==> src/rtl/posit32_decode_arbiter_pkg.sv <==
// Shared posit types: raw 32-bit posit, sign encoding and the decoded field bundle.
package posit_types;

  typedef logic [31:0] posit32_t;

  typedef enum logic {
    SIGN_POS = 1'b0,
    SIGN_NEG = 1'b1
  } sign_t;

  typedef struct packed {
    sign_t              sign;
    logic signed [31:0] regime;
    logic signed [31:0] exponent;
    logic        [31:0] fraction;
  } posit32_decoded_t;

  localparam posit32_t POSIT_ZERO = 32'h0000_0000;
  localparam posit32_t POSIT_NAR  = 32'h8000_0000;

endpackage

==> src/rtl/posit32_decode.sv <==
// Combinational posit32 field decoder: sign, regime k, ES-bit exponent, left-aligned fraction.
module posit32_decode
  import posit_types::*;
#(
  parameter int unsigned ES = 2
) (
  input  posit32_t         i_posit,
  output posit32_decoded_t o_dec
);

  logic [30:0]        w_mag;
  logic               w_r0;
  logic [5:0]         w_run;
  logic               w_run_live;
  logic [31:0]        w_body;
  logic signed [31:0] w_run_s;

  always_comb begin
    // Negative posits decode from their two's complement magnitude.
    w_mag      = i_posit[31] ? (~i_posit[30:0] + 31'd1) : i_posit[30:0];
    w_r0       = w_mag[30];
    w_run      = '0;
    w_run_live = 1'b1;
    for (int unsigned i = 0; i < 31; i++) begin
      if (w_run_live && (w_mag[5'(30 - i)] == w_r0)) begin
        w_run = w_run + 6'd1;
      end else begin
        w_run_live = 1'b0;
      end
    end
    // Strip regime run and terminator; exponent then fraction remain MSB-aligned.
    w_body  = {w_mag, 1'b0} << (w_run + 6'd1);
    w_run_s = $signed({26'd0, w_run});

    o_dec = '0;
    if (i_posit == POSIT_ZERO) begin
      o_dec = '0;
    end else if (i_posit == POSIT_NAR) begin
      o_dec.sign = SIGN_NEG;
    end else begin
      o_dec.sign     = sign_t'(i_posit[31]);
      o_dec.regime   = w_r0 ? (w_run_s - 32'sd1) : -w_run_s;
      o_dec.exponent = $signed(w_body >> (32 - ES));
      o_dec.fraction = w_body << ES;
    end
  end

endmodule

==> src/rtl/posit32_decode_arbiter_rr.sv <==
// Round-robin arbiter: grant search starts at the pointer, pointer moves past the winner on en.
module rr_arbiter #(
  parameter  int unsigned N     = 4,
  localparam int unsigned IDX_W = $clog2(N)
) (
  input  logic             clk,
  input  logic             rst,
  input  logic [N-1:0]     req,
  input  logic             en,
  output logic [N-1:0]     gnt,
  output logic [IDX_W-1:0] gnt_idx
);

  logic [IDX_W-1:0] r_ptr;
  logic             w_found;
  int unsigned      w_idx;

  always_comb begin
    gnt     = '0;
    gnt_idx = '0;
    w_found = 1'b0;
    w_idx   = 0;
    for (int unsigned off = 0; off < N; off++) begin
      w_idx = (32'(r_ptr) + off) % N;
      if (!w_found && req[w_idx]) begin
        w_found      = 1'b1;
        gnt[w_idx]   = 1'b1;
        gnt_idx      = IDX_W'(w_idx);
      end
    end
  end

  always_ff @(posedge clk) begin
    if (rst) begin
      r_ptr <= '0;
    end else if (en) begin
      r_ptr <= (gnt_idx == IDX_W'(N - 1)) ? '0 : gnt_idx + 1'b1;
    end
  end

endmodule

==> src/rtl/posit32_decode_arbiter.sv <==
// Round-robin sharing of one posit32 decoder among NUM_REQ requesters, results queued in a small FIFO.
module posit32_decode_arbiter
  import posit_types::*;
#(
  parameter  int unsigned NUM_REQ = 4,
  parameter  int unsigned ES      = 2,
  parameter  int unsigned DEPTH   = 2,
  localparam int unsigned ID_W    = $clog2(NUM_REQ),
  localparam int unsigned CNT_W   = $clog2(DEPTH + 1)
) (
  input  logic               clk,
  input  logic               rst,
  input  logic [NUM_REQ-1:0] req_valid,
  output logic [NUM_REQ-1:0] req_ready,
  input  posit32_t           req_posit [NUM_REQ],
  output logic               out_valid,
  input  logic               out_ready,
  output logic [ID_W-1:0]    out_id,
  output sign_t              out_sign,
  output logic signed [31:0] out_regime,
  output logic signed [31:0] out_exponent,
  output logic [31:0]        out_fraction,
  output logic [CNT_W-1:0]   occupancy
);

  localparam int unsigned PTR_W = $clog2(DEPTH);

  typedef struct packed {
    logic [ID_W-1:0]  id;
    posit32_decoded_t dec;
  } entry_t;

  entry_t             r_mem [DEPTH];
  logic [PTR_W-1:0]   r_wr_ptr;
  logic [PTR_W-1:0]   r_rd_ptr;
  logic [CNT_W-1:0]   r_count;

  logic               w_pop;
  logic               w_push;
  logic               w_can_accept;
  logic [NUM_REQ-1:0] w_gnt;
  logic [ID_W-1:0]    w_gnt_idx;
  posit32_t           w_sel_posit;
  posit32_decoded_t   w_dec;
  entry_t             w_head;

  assign out_valid    = (r_count != '0) & ~rst;
  assign w_pop        = out_valid & out_ready;
  // A full FIFO still accepts when the head leaves in the same cycle.
  assign w_can_accept = ~rst & ((r_count < CNT_W'(DEPTH)) | w_pop);
  assign req_ready    = w_gnt & {NUM_REQ{w_can_accept}};
  assign w_push       = |req_ready;
  assign w_sel_posit  = req_posit[w_gnt_idx];

  rr_arbiter #(
    .N (NUM_REQ)
  ) u_rr (
    .clk     (clk),
    .rst     (rst),
    .req     (req_valid),
    .en      (w_push),
    .gnt     (w_gnt),
    .gnt_idx (w_gnt_idx)
  );

  posit32_decode #(
    .ES (ES)
  ) u_dec (
    .i_posit (w_sel_posit),
    .o_dec   (w_dec)
  );

  always_ff @(posedge clk) begin
    if (rst) begin
      r_wr_ptr <= '0;
      r_rd_ptr <= '0;
      r_count  <= '0;
      for (int unsigned i = 0; i < DEPTH; i++) begin
        r_mem[i] <= '0;
      end
    end else begin
      if (w_push) begin
        r_mem[r_wr_ptr] <= '{id: w_gnt_idx, dec: w_dec};
        r_wr_ptr        <= (r_wr_ptr == PTR_W'(DEPTH - 1)) ? '0 : r_wr_ptr + 1'b1;
      end
      if (w_pop) begin
        r_rd_ptr <= (r_rd_ptr == PTR_W'(DEPTH - 1)) ? '0 : r_rd_ptr + 1'b1;
      end
      case ({w_push, w_pop})
        2'b10:   r_count <= r_count + 1'b1;
        2'b01:   r_count <= r_count - 1'b1;
        default: r_count <= r_count;
      endcase
    end
  end

  assign w_head       = rst ? '0 : r_mem[r_rd_ptr];
  assign out_id       = w_head.id;
  assign out_sign     = w_head.dec.sign;
  assign out_regime   = w_head.dec.regime;
  assign out_exponent = w_head.dec.exponent;
  assign out_fraction = w_head.dec.fraction;
  assign occupancy    = r_count;

endmodule

==> config.mk <==
export PLATFORM = sky130hd
export DESIGN_NAME = posit32_decode_arbiter
export DESIGN_NICKNAME = d
export VERILOG_FILES = /design/src/rtl/posit32_decode_arbiter_pkg.sv /design/src/rtl/posit32_decode.sv /design/src/rtl/posit32_decode_arbiter_rr.sv /design/src/rtl/posit32_decode_arbiter.sv
export SDC_FILE = /design/constraint.sdc
export NUM_CORES = 1
export LEC_CHECK = 0
export BUFFER_PORTS_ARGS = -buffer_cell sky130_fd_sc_hd__buf_2
export CAP_MARGIN = 15
export CORE_MARGIN = 3
export CORE_UTILIZATION = 55
export DETAILED_ROUTE_END_ITERATION = 10
export GPL_ROUTABILITY_DRIVEN = 0
export PLACE_DENSITY = 0.77
export SLEW_MARGIN = 20
export SYNTH_ARGS = -nofsm -noshare
export SYNTH_HDL_FRONTEND = slang
export SYNTH_HIERARCHICAL = 1
export SYNTH_SLANG_ARGS = --single-unit
==> constraint.sdc <==
create_clock -name clk -period 54.7 [get_ports clk]
set_clock_uncertainty 0.05 [all_clocks]
set_input_delay 5.47 -clock clk [delete_from_list [all_inputs] [get_ports clk]]
set_output_delay 5.47 -clock clk [all_outputs]
set_load 0.1 [all_outputs]
==> metrics.md <==
| Metric | Value |
|---|---|
| Worst-margin pin slew | 1.09 ns |
| CTS Buffer Depth | 3 |
| Number of synthesized flops with an enable pin | 198 |
| Req. time, crit path | 55.00 ns |
| Pins Over Slew Limit | 0 |
| Status | finished, final reports clean |
| Rel. slew slack | 0.270 |
| Layout cells sized above 1 | 0.207 |
| CTS tree | yes |
| Asr flop ratio synth | 0 |
| Wirelength per Cell | 18.7 um |
| Post-route antenna net violation count | 0 |
| CP arrival | 30.12 ns |
| N_diodes | 0 |
| Cell row count | 65 |
| Largest cells by area after synthesis | edfxtp_1, mux2i_1, and2_1 |
| Reg clk slew, reported paths | 0.06 ns |
| Final global-route overflow total | 0 |
| Setup TNS | 0 ns |
| Routed WL | 46700 um |
| Top Ports | 241 |
| Vias per std cell | 5.99 |
| Post_cts resized | 0 |
| Total CTS buffers | 19 |
| Clk_lat worst skew | 0.48 ns |
| Crit end category | flip-flop |
| Number of global-route vias before repair | 14339 |
| Hold path cells | 1 |
| R2R Setup Slk | 28.88 ns |
| Synth Cell Area | 0.0181 mm2 |
| Area share of the largest cell type after synthesis | 0.329 |
| Initial Util | 0.566 |
| Register area share after synthesis | 0.337 |
| Initial DRT Pass Iterations | 5 |
| Clock root cell | clkbuf_16 |
| Reg2reg end | r_mem[0][27] |
| Cell count after synthesis | 1907 |
| Crit path launch | req_valid[2] |
| Most frequent cells in the layout | buf_2, and2_1, nor2_1 |
| Fmax | 33.5 MHz |
| Post-synth cell types | 104 |
| Seq cells post-synth | 205 |
| DR iter-0 viols | 1340 |
| Final routed DRC violation total | 0 |
| Post-CTS setup buffers | 0 |
| Clock sinks | 205 |
| Worst hold path class | flip-flop to flip-flop |
| First-pass GRT wire length | 75200 um |
| DP Wirelength | 34000 um |
| MaxCap Viol Count | 0 |
| Main flop type after synthesis | edfxtp_1 |
| Die Ht | 187 um |
| Largest net degree at the start of global routing | 101 |
| Leading area contributor after synthesis | edfxtp_1 |
| Most common cell after layout, fill and taps aside | buf_2 |
| Port Buf Inserts | 240 |
| Nets | 2218 |
| Crit Path Class | primary input to flip-flop |
| Vias | 14947 |
| Initial antenna violation count | 0 |
| Synthesis Warnings | 6 |
| CP peak stage delay | 0.92 ns |
| Hold Fails Final Rpt | 0 |
| Crit path to | r_mem[0][27] |
| Die Wd | 187 um |
| Reg2Reg Depth | 99 |
| CTS H-tree lvls | 1 |
| Final setup vio count | 0 |
| Hold buffer count at cts | 0 |
| Critical path's slowest cell | or4_1 |
| Core ar. | 0.0320 mm2 |
| Post-Syn Area per Cell | 9.48 um2 |
| Fin crit period | 29.82 ns |
| RSZ-0062 raised after global routing | false |
| Most frequent CP cell | ha_1 |
| DIE AREA | 0.0351 mm2 |
| Final Cycle Share | 0.545 |
| Critical Path Source Type | primary input |
| Area Overhead vs Synth | 9.50% |
| CP Max Fanout | 34 |
| GRT Total Usage | 0.255 |
## worst max-delay path, delay by kind of cell
family	cells	cell delay (ns)
simple gates	20	4.18
fa+ha+maj	26	8.88
compound gates	30	5.46
buf+inv	7	1.43
mux	14	4.11
xor+xnor	1	0.48
## registers in the layout (all words and copies together) (netlist names), named ones only
| name | cells |
|---|---|
| occupancy | 2 |
| u_rr/r_ptr | 1 |
| r_rd_ptr | 1 |
| r_mem | 198 |
| r_wr_ptr | 1 |
## kinds of logic (layout without fill, tap and decap cells)
family                     count (synthesis)  in the layout  share of synthesized area
and+or+nand+nor                          798            798                      0.234
DFF                                      205            205                      0.337
buffers and inverters                    213            333                     0.0601
xor gates and xnor gates                 123            123                     0.0700
adders and majority gates                 36             36                     0.0249
AOI/OAI and AO/OA                        305            305                      0.119
other                                      1             33                   0.000207
muxes                                    226            226                      0.155
## synth_stat cells, types with 39 or more instances
master	number
nor3_1	46
o21ai_0	56
a21oi_1	83
xor2_1	43
buf_4	56
and2_1	217
inv_1	42
mux2i_1	165
edfxtp_1	198
nand2_1	131
xnor2_1	61
clkbuf_1	58
nand3_1	43
nor2_1	203
mux4_2	39
## stage by stage
| stage | instance area [um2] | cells | hold WS (ns) | util | worst slack (ns) |
|---|---|---|---|---|---|
| 6_report | 19800 | 2494 | 0.412 | 0.619 | 24.88 |
| 5_1_grt | 19800 | 2494 | 0.443 | 0.619 | 23.27 |
| 4_1_cts | 19800 | 2494 | 0.407 | 0.619 | 25.18 |
| 3_5_place_dp | 19200 | 2461 | 0.400 | 0.602 | 24.76 |
| 3_3_place_gp | 19200 | 2461 | 0.389 | 0.602 | 25.64 |
| 2_1_floorplan | 18200 | 1939 | 0.388 | - | 26.72 |
## worst min-delay path by stage
stage | from | to | slack, ns
2_1_floorplan | r_rd_ptr | flip-flop | 0.39
3_3_place_gp | r_rd_ptr | flip-flop | 0.39
3_5_place_dp | r_rd_ptr | flip-flop | 0.40
4_1_cts | r_rd_ptr | flip-flop | 0.41
5_1_grt | r_rd_ptr | flip-flop | 0.44
6_report | r_rd_ptr | flip-flop | 0.41
## routing by layer
metal  track usage  part of all wire  routed length, um
met1         0.340              0.41              19300
met2         0.441              0.49              23000
met3        0.0227             0.060               2790
met4        0.0835             0.034               1590
met5             0                 0                  0
## area by class of cell
cell class	instances	area [um2]
fillers	2684	12200
multi-input cells	1521	11100
flip-flops and latches	205	6090
repair buffers	257	1330
well taps	435	544
clock buffers	26	532
inverters	43	161
clock inverters	7	38.8
Power is left out: the tool's default activity adds up to more than one toggle a clock period on the data nets, which glitch-free logic cannot reach.
